[src/rtl/poets_streaming_pkg.sv]
// Shared types and constants for the streaming message-memory writer.
package poets_streaming_pkg;

  typedef enum logic [1:0] {
    ST_IDLE   = 2'd0,
    ST_WRITE  = 2'd1,
    ST_DROP   = 2'd2,
    ST_COMMIT = 2'd3
  } rx_state_e;

  // Header word layout
  localparam int LEN_LSB   = 0;
  localparam int LEN_MSB   = 15;
  localparam int TRUNC_BIT = 16;
  localparam int SEQ_LSB   = 24;
  localparam int SEQ_MSB   = 31;

  // Message memory geometry
  localparam int MEM_WORDS = 5120;
  localparam int MEM_AW    = 13;

  // Byte lanes of the final beat: unused bytes are the upper ones
  function automatic logic [3:0] empty_to_be(input logic [1:0] empty);
    logic [3:0] be;
    case (empty)
      2'd0:    be = 4'hF;
      2'd1:    be = 4'h7;
      2'd2:    be = 4'h3;
      default: be = 4'h1;
    endcase
    return be;
  endfunction

  function automatic logic [2:0] empty_to_bytes(input logic [1:0] empty);
    return 3'd4 - {1'b0, empty};
  endfunction

  function automatic logic [31:0] make_header(input logic [15:0] len,
                                              input logic        trunc,
                                              input logic [7:0]  seq);
    logic [31:0] h;
    h = '0;
    h[LEN_MSB:LEN_LSB] = len;
    h[TRUNC_BIT]       = trunc;
    h[SEQ_MSB:SEQ_LSB] = seq;
    return h;
  endfunction

endpackage

[src/rtl/poets_system_streaming_slot_ctr.sv]
// Ring bookkeeping: write head, committed-slot count and release underflow.
module poets_system_streaming_slot_ctr #(
  parameter int NUM_SLOTS = 64,
  parameter int HW        = (NUM_SLOTS > 1) ? $clog2(NUM_SLOTS) : 1,
  parameter int CW        = $clog2(NUM_SLOTS) + 1
) (
  input  logic          clk,
  input  logic          reset_n,
  input  logic          advance,
  input  logic          commit,
  input  logic          rel_pulse,
  output logic [HW-1:0] head,
  output logic [CW-1:0] slots_used,
  output logic          full,
  output logic          empty,
  output logic          underflow_err
);

  logic [HW-1:0] head_q, head_d;
  logic [CW-1:0] used_q, used_d;
  logic          uflow_q, uflow_d;

  // Head moves when a header is issued; the count moves on header acceptance and release
  always_comb begin
    head_d  = head_q;
    used_d  = used_q;
    uflow_d = uflow_q;
    if (advance) begin
      head_d = (head_q == HW'(NUM_SLOTS - 1)) ? '0 : head_q + 1'b1;
    end
    case ({commit, rel_pulse})
      2'b10: used_d = used_q + 1'b1;
      2'b01: begin
        if (used_q == '0) uflow_d = 1'b1;
        else              used_d  = used_q - 1'b1;
      end
      default: used_d = used_q;
    endcase
  end

  // State registers with synchronous reset
  always_ff @(posedge clk) begin
    if (!reset_n) begin
      head_q  <= '0;
      used_q  <= '0;
      uflow_q <= 1'b0;
    end else begin
      head_q  <= head_d;
      used_q  <= used_d;
      uflow_q <= uflow_d;
    end
  end

  assign head          = head_q;
  assign slots_used    = used_q;
  assign full          = (used_q == CW'(NUM_SLOTS));
  assign empty         = (used_q == '0);
  assign underflow_err = uflow_q;

endmodule

[src/rtl/poets_system_streaming_rx_writer.sv]
// Avalon-ST to Avalon-MM writer filling a ring of message slots, header last.
module poets_system_streaming_rx_writer #(
  parameter int SLOT_WORDS = 16,
  parameter int NUM_SLOTS  = 64,
  parameter int BASE_ADDR  = 0
) (
  input  logic                         clk,
  input  logic                         reset_n,
  input  logic [31:0]                  snk_data,
  input  logic                         snk_valid,
  output logic                         snk_ready,
  input  logic                         snk_startofpacket,
  input  logic                         snk_endofpacket,
  input  logic [1:0]                   snk_empty,
  output logic [12:0]                  avm_address,
  output logic [31:0]                  avm_writedata,
  output logic [3:0]                   avm_byteenable,
  output logic                         avm_write,
  output logic                         avm_chipselect,
  input  logic                         avm_waitrequest,
  input  logic                         rel_pulse,
  output logic [$clog2(NUM_SLOTS):0]   slots_used,
  output logic                         msg_pending,
  output logic [15:0]                  drop_count,
  output logic                         underflow_err
);
  import poets_streaming_pkg::*;

  localparam int HW = (NUM_SLOTS > 1) ? $clog2(NUM_SLOTS) : 1;
  localparam int CW = $clog2(NUM_SLOTS) + 1;
  localparam int BW = $clog2(SLOT_WORDS);

  if (BASE_ADDR + NUM_SLOTS * SLOT_WORDS > MEM_WORDS) begin : g_bad_range
    $error("slot ring does not fit in message memory");
  end
  if (SLOT_WORDS < 2 || (SLOT_WORDS & (SLOT_WORDS - 1)) != 0) begin : g_bad_slot
    $error("SLOT_WORDS must be a power of two and at least 2");
  end
  if (NUM_SLOTS > 256 || (NUM_SLOTS & (NUM_SLOTS - 1)) != 0) begin : g_bad_ring
    $error("NUM_SLOTS must be a power of two no larger than 256");
  end

  rx_state_e         state_q, state_d;
  logic [BW-1:0]     beat_q, beat_d;
  logic [15:0]       len_q, len_d;
  logic              trunc_q, trunc_d;
  logic [7:0]        seq_q, seq_d;
  logic              wr_q, wr_d;
  logic [MEM_AW-1:0] addr_q, addr_d;
  logic [31:0]       data_q, data_d;
  logic [3:0]        be_q, be_d;
  logic              hdr_pend_q, hdr_pend_d;
  logic [15:0]       drop_q, drop_d;

  logic [HW-1:0]     head;
  logic              full, empty, advance, commit;
  logic              wr_done, accept;
  logic [MEM_AW-1:0] slot_base;
  logic [3:0]        beat_be;
  logic [2:0]        beat_bytes;

  poets_system_streaming_slot_ctr #(
    .NUM_SLOTS (NUM_SLOTS),
    .HW        (HW),
    .CW        (CW)
  ) u_slot_ctr (
    .clk           (clk),
    .reset_n       (reset_n),
    .advance       (advance),
    .commit        (commit),
    .rel_pulse     (rel_pulse),
    .head          (head),
    .slots_used    (slots_used),
    .full          (full),
    .empty         (empty),
    .underflow_err (underflow_err)
  );

  // Packet FSM, write-port register loading and handshake decode
  always_comb begin
    wr_done    = wr_q && !avm_waitrequest;
    snk_ready  = reset_n && (state_q != ST_COMMIT) && !(wr_q && avm_waitrequest);
    accept     = snk_valid && snk_ready;
    slot_base  = MEM_AW'(BASE_ADDR) + MEM_AW'(head) * MEM_AW'(SLOT_WORDS);
    beat_be    = snk_endofpacket ? empty_to_be(snk_empty) : 4'hF;
    beat_bytes = snk_endofpacket ? empty_to_bytes(snk_empty) : 3'd4;

    state_d    = state_q;
    beat_d     = beat_q;
    len_d      = len_q;
    trunc_d    = trunc_q;
    seq_d      = seq_q;
    wr_d       = wr_q && avm_waitrequest;
    addr_d     = addr_q;
    data_d     = data_q;
    be_d       = be_q;
    drop_d     = drop_q;
    advance    = 1'b0;
    commit     = hdr_pend_q && wr_done;
    hdr_pend_d = hdr_pend_q && !wr_done;

    case (state_q)
      ST_IDLE: begin
        if (accept && snk_startofpacket) begin
          if (full) begin
            if (snk_endofpacket) begin
              if (drop_q != 16'hFFFF) drop_d = drop_q + 16'd1;
            end else begin
              state_d = ST_DROP;
            end
          end else begin
            wr_d    = 1'b1;
            addr_d  = slot_base + MEM_AW'(1);
            data_d  = snk_data;
            be_d    = beat_be;
            len_d   = {13'd0, beat_bytes};
            trunc_d = 1'b0;
            beat_d  = BW'(1);
            state_d = snk_endofpacket ? ST_COMMIT : ST_WRITE;
          end
        end
      end
      ST_WRITE: begin
        if (accept) begin
          if (beat_q != BW'(SLOT_WORDS - 1)) begin
            wr_d   = 1'b1;
            addr_d = slot_base + MEM_AW'(1) + MEM_AW'(beat_q);
            data_d = snk_data;
            be_d   = beat_be;
            len_d  = len_q + {13'd0, beat_bytes};
            beat_d = beat_q + 1'b1;
          end else begin
            trunc_d = 1'b1;
          end
          if (snk_endofpacket) state_d = ST_COMMIT;
        end
      end
      ST_DROP: begin
        if (accept && snk_endofpacket) begin
          if (drop_q != 16'hFFFF) drop_d = drop_q + 16'd1;
          state_d = ST_IDLE;
        end
      end
      ST_COMMIT: begin
        if (!wr_q || !avm_waitrequest) begin
          wr_d       = 1'b1;
          addr_d     = slot_base;
          data_d     = make_header(len_q, trunc_q, seq_q);
          be_d       = 4'hF;
          hdr_pend_d = 1'b1;
          advance    = 1'b1;
          seq_d      = seq_q + 8'd1;
          state_d    = ST_IDLE;
        end
      end
      default: state_d = ST_IDLE;
    endcase
  end

  // State and write-port registers; reset abandons any partial slot
  always_ff @(posedge clk) begin
    if (!reset_n) begin
      state_q    <= ST_IDLE;
      beat_q     <= '0;
      len_q      <= '0;
      trunc_q    <= 1'b0;
      seq_q      <= '0;
      wr_q       <= 1'b0;
      addr_q     <= '0;
      data_q     <= '0;
      be_q       <= '0;
      hdr_pend_q <= 1'b0;
      drop_q     <= '0;
    end else begin
      state_q    <= state_d;
      beat_q     <= beat_d;
      len_q      <= len_d;
      trunc_q    <= trunc_d;
      seq_q      <= seq_d;
      wr_q       <= wr_d;
      addr_q     <= addr_d;
      data_q     <= data_d;
      be_q       <= be_d;
      hdr_pend_q <= hdr_pend_d;
      drop_q     <= drop_d;
    end
  end

  assign avm_address    = addr_q;
  assign avm_writedata  = data_q;
  assign avm_byteenable = be_q;
  assign avm_write      = wr_q;
  assign avm_chipselect = wr_q;
  assign drop_count     = drop_q;
  assign msg_pending    = !empty;

endmodule

[config.mk]
export PLATFORM = sky130hd
export DESIGN_NAME = poets_system_streaming_rx_writer
export DESIGN_NICKNAME = d
export VERILOG_FILES = /design/src/rtl/poets_streaming_pkg.sv /design/src/rtl/poets_system_streaming_slot_ctr.sv /design/src/rtl/poets_system_streaming_rx_writer.sv
export SDC_FILE = /design/constraint.sdc
export NUM_CORES = 1
export LEC_CHECK = 0
export ABC_AREA = 1
export CORE_ASPECT_RATIO = 0.5
export CORE_MARGIN = 5
export CORE_UTILIZATION = 49
export DETAILED_ROUTE_END_ITERATION = 16
export PLACE_DENSITY = 0.81
export SETUP_SLACK_MARGIN = 0.15
export SYNTH_ARGS = -nofsm -noshare
export SYNTH_HDL_FRONTEND = slang
export SYNTH_HIERARCHICAL = 1
export SYNTH_SLANG_ARGS = --single-unit
[constraint.sdc]
create_clock -name clk -period 3.85 [get_ports clk]
set_clock_uncertainty 0.1 [all_clocks]
set_input_delay 0.9625 -clock clk [delete_from_list [all_inputs] [get_ports clk]]
set_output_delay 0.9625 -clock clk [all_outputs]
set_load 0.03 [all_outputs]
==> results.toml <==
[outcome]
status = "complete, no violations"

[timing]
finalHoldViolations = 0
setup_violations = 0
maxSlewViolCount = 0
period_share_pct = 89.6
maxClockFrequency_mhz = 290
rsz0062_at_grt = "false"
maxSlewHeadroom_pct = 63.9
period_minus_slack_ns = 3.45
tns_ns = 0
holdWs_ns = 0.337
worst_slew_pin_slew_ns = 0.541

[grt]
grt_pass1_vias = 5636
antenna_found_initial = 0
grt_usage_pct = 22.2
grt.overflow.total = 0
grt_max_degree = 47
grt_pass1_wl_mm = 27.2

[yosys]
syn-cell-area_um2 = 6120
yosys_warnings = 6
async_reset_ff_share_pct = 0
syn_area_per_cell_um2 = 6.70
synthTopCellsByArea = "dfxtp_1, nand2_1, nor2_1, nand3_1, inv_1"
synth_top_cell_area_share_pct = 36.0
syn_inst = 913
synth.lib_cells_used.distinct = 41
synth_edf_count = 0
yosysTopAreaCell = "dfxtp_1"
yosys_most_used_dff = "dfxtp_1"
ys_ff_latch = 110
ys_seq_area_share_pct = 36.0

[place]
gp_congestion = 0.911
dp.cells = 1169
placedInstanceArea_um2 = 7380
dp_hpwl_mm = 12.0
io_buffers = 115

[critical_path]
cp-endpoint = "snk_ready"
startpoint_type = "input port"
reg2reg_slack_ns = 1.22
timing.rr.start = "state_q[0]"
reg2reg_to = "avm_writedata[12]"
worstPathMaxFanout = 3
arrival_ns = 2.39
end_kind = "output pin"
worstPathRequired_ns = 2.79
worst-r2r-cell-count = 10
startpoint = "avm_waitrequest"
path_class = "input port to output pin"

[die]
core_area_um2 = 12000
fp.dieW_um = 168
die_height_um = 89.0
start_util_pct = 50.9
die-area_um2 = 15000
io_pins = 118
rows = 28

[cts]
cts_hold_buf = 0
root_buffer = "clkbuf_16"
post-cts-setup-buffers = 0
clock_latency_ns = 0.36
path_clk_slew_ns = 0.07
cts_tree = "built"
numCtsBuffers = 9
ctsResizeCount = 0
clock_path_buffers = 2
clock_sinks = 110
htreeDepth = 3

[cells_and_area]
drive_gt1_share_pct = 5.49
final_cell_area_um2 = 7690
fill_cells = 1090
diodes = 0
final_cells = 1185
syn2layout_area_growth_pct = 25.7
nets = 1072

[worst_hold_path]
hp-class = "register to register"

[detailed_routing]
wl_per_cell_um = 14.1
drtIter0Drc = 453
drtPass1Iterations = 7
routed_wl_mm = 16.7
drc_errors = 0
vias = 6138
vias_per_cell = 5.18
final_antenna_net_count = 0

[pwr]
ir_drop_mv = 0.406
total_leakage_power_nw = 3.04
fin_total_pwr_mw = 4.48
power_density_nw_per_um2 = 582

[run]
timing.max_cap.violations = 0
[power by group]
group | total [mW] | switching [mW] | internal, mW
combinational | 2.03 | 1.31 | 0.717
sequential | 1.48 | 0.142 | 1.34
clock | 0.967 | 0.439 | 0.527
total | 4.48 | 1.89 | 2.58
[synth_stat cells (2+ instances only)]
cell type and count:
dfxtp_1 110, o21a_1 2, buf_1 5, ha_1 15, o21ai_0 33, nor4_1 2
nor2_1 117, nand3b_1 3, nand3_1 83, a21boi_1 6, o211ai_1 2, nand2_2 5
or2_2 2, inv_2 6, a21oi_1 73, clkbuf_1 9, xor2_1 6, nor3_1 9
xnor2_1 6, nor3b_1 3, nand3_2 3, o21ai_1 4, inv_1 99, a31oi_1 5
nor2_4 4, buf_2 18, o21bai_1 5, a21boi_0 2, nand4_1 13, buf_4 6
mux2i_1 24, nand2_1 224
[cell usage in the layout, fill, tap and decap left out, drive strengths merged, types with 2 or more instances in the layout]
cell type / instances
nand4: 13
buf: 15
nor4: 2
inv: 107
a21oi: 73
o211ai: 2
nor2: 122
nor3b: 3
o21ai: 38
nand2: 230
clkinv: 2
a31oi: 5
clkdlybuf4s50: 114
nor3: 10
nand3b: 3
nand3: 86
o21bai: 5
or2: 2
xnor2: 6
a21boi: 8
ha: 15
o21a: 2
dfxtp: 110
clkbuf: 10
xor2: 6
mux2i: 24
conb: 2
[critical path, stage by stage]
cell and delay [ns]:
clkdlybuf4s50_1 0.44, nand2_1 0.10, inv_1 0.06, nor2_1 0.13, clkdlybuf4s50_1 0.69
[cell families (layout without fill, tap and decap cells)]
logic type / Yosys count / count (layout) / synth area share [%]
flip-flops: 110 / 110 / 36.0
multiplexers: 24 / 24 / 3.93
adder cells (fa/ha/maj): 16 / 16 / 3.39
buffers and inverters: 144 / 250 / 9.69
AND/OR/NAND/NOR: 471 / 471 / 33.2
XOR/XNOR: 12 / 12 / 1.72
AO/OA/AOI/OAI: 135 / 135 / 12.0
other: 1 / 2 / 0.0613
[metal layers]
layer	wire (um)	GRT usage, %	vias up
li1	-	-	3138
met1	7820	29.4	2774
met2	7440	36.5	202
met3	1210	5.34	24
met4	236	6.63	0
met5	0	0	-
[registers in the layout (all words and copies together) (netlist names)]
signal / flops
avm_writedata: 32
drop_count: 16
len_q: 16
avm_address: 11
seq_q: 8
u_slot_ctr/slots_used: 7
u_slot_ctr/head: 6
avm_byteenable: 4
beat_q: 4
state_q: 2
avm_chipselect: 1
hdr_pend_q: 1
trunc_q: 1
u_slot_ctr/underflow_err: 1
[layout make-up]
cell class / instances / area, um2 / share of cell area, %
Multi-Input combinational cell: 660 / 3330 / 43.3
Sequential cell: 110 / 2200 / 28.6
Timing Repair Buffer: 129 / 1250 / 16.3
Inverter: 105 / 394 / 5.12
Clock buffer: 10 / 239 / 3.11
Tap cell: 165 / 206 / 2.68
Clock inverter: 6 / 68.8 / 0.895
[how the worst min path moves through the flow]
stage,from,endpoint,slack [ns],depth (start not counted)
floorplan,trunc_q,trunc_q,0.34,2
global placement,avm_address[10],avm_address[10],0.32,2
detailed placement,avm_address[10],avm_address[10],0.33,2
CTS,avm_address[10],avm_address[10],0.34,2
global route,avm_writedata[31],avm_writedata[31],0.35,2
finish,avm_address[10],avm_address[10],0.34,2
[metrics by stage]
step                      worst slack (ns)  utilization, %
after detailed placement             0.408            61.4
after global placement               0.447            61.4
after CTS                            0.408            64.0
final                                0.399            64.0
after floorplan                       1.14               -
after global routing                 0.340            64.0
Power figures use the tool's default switching activity.
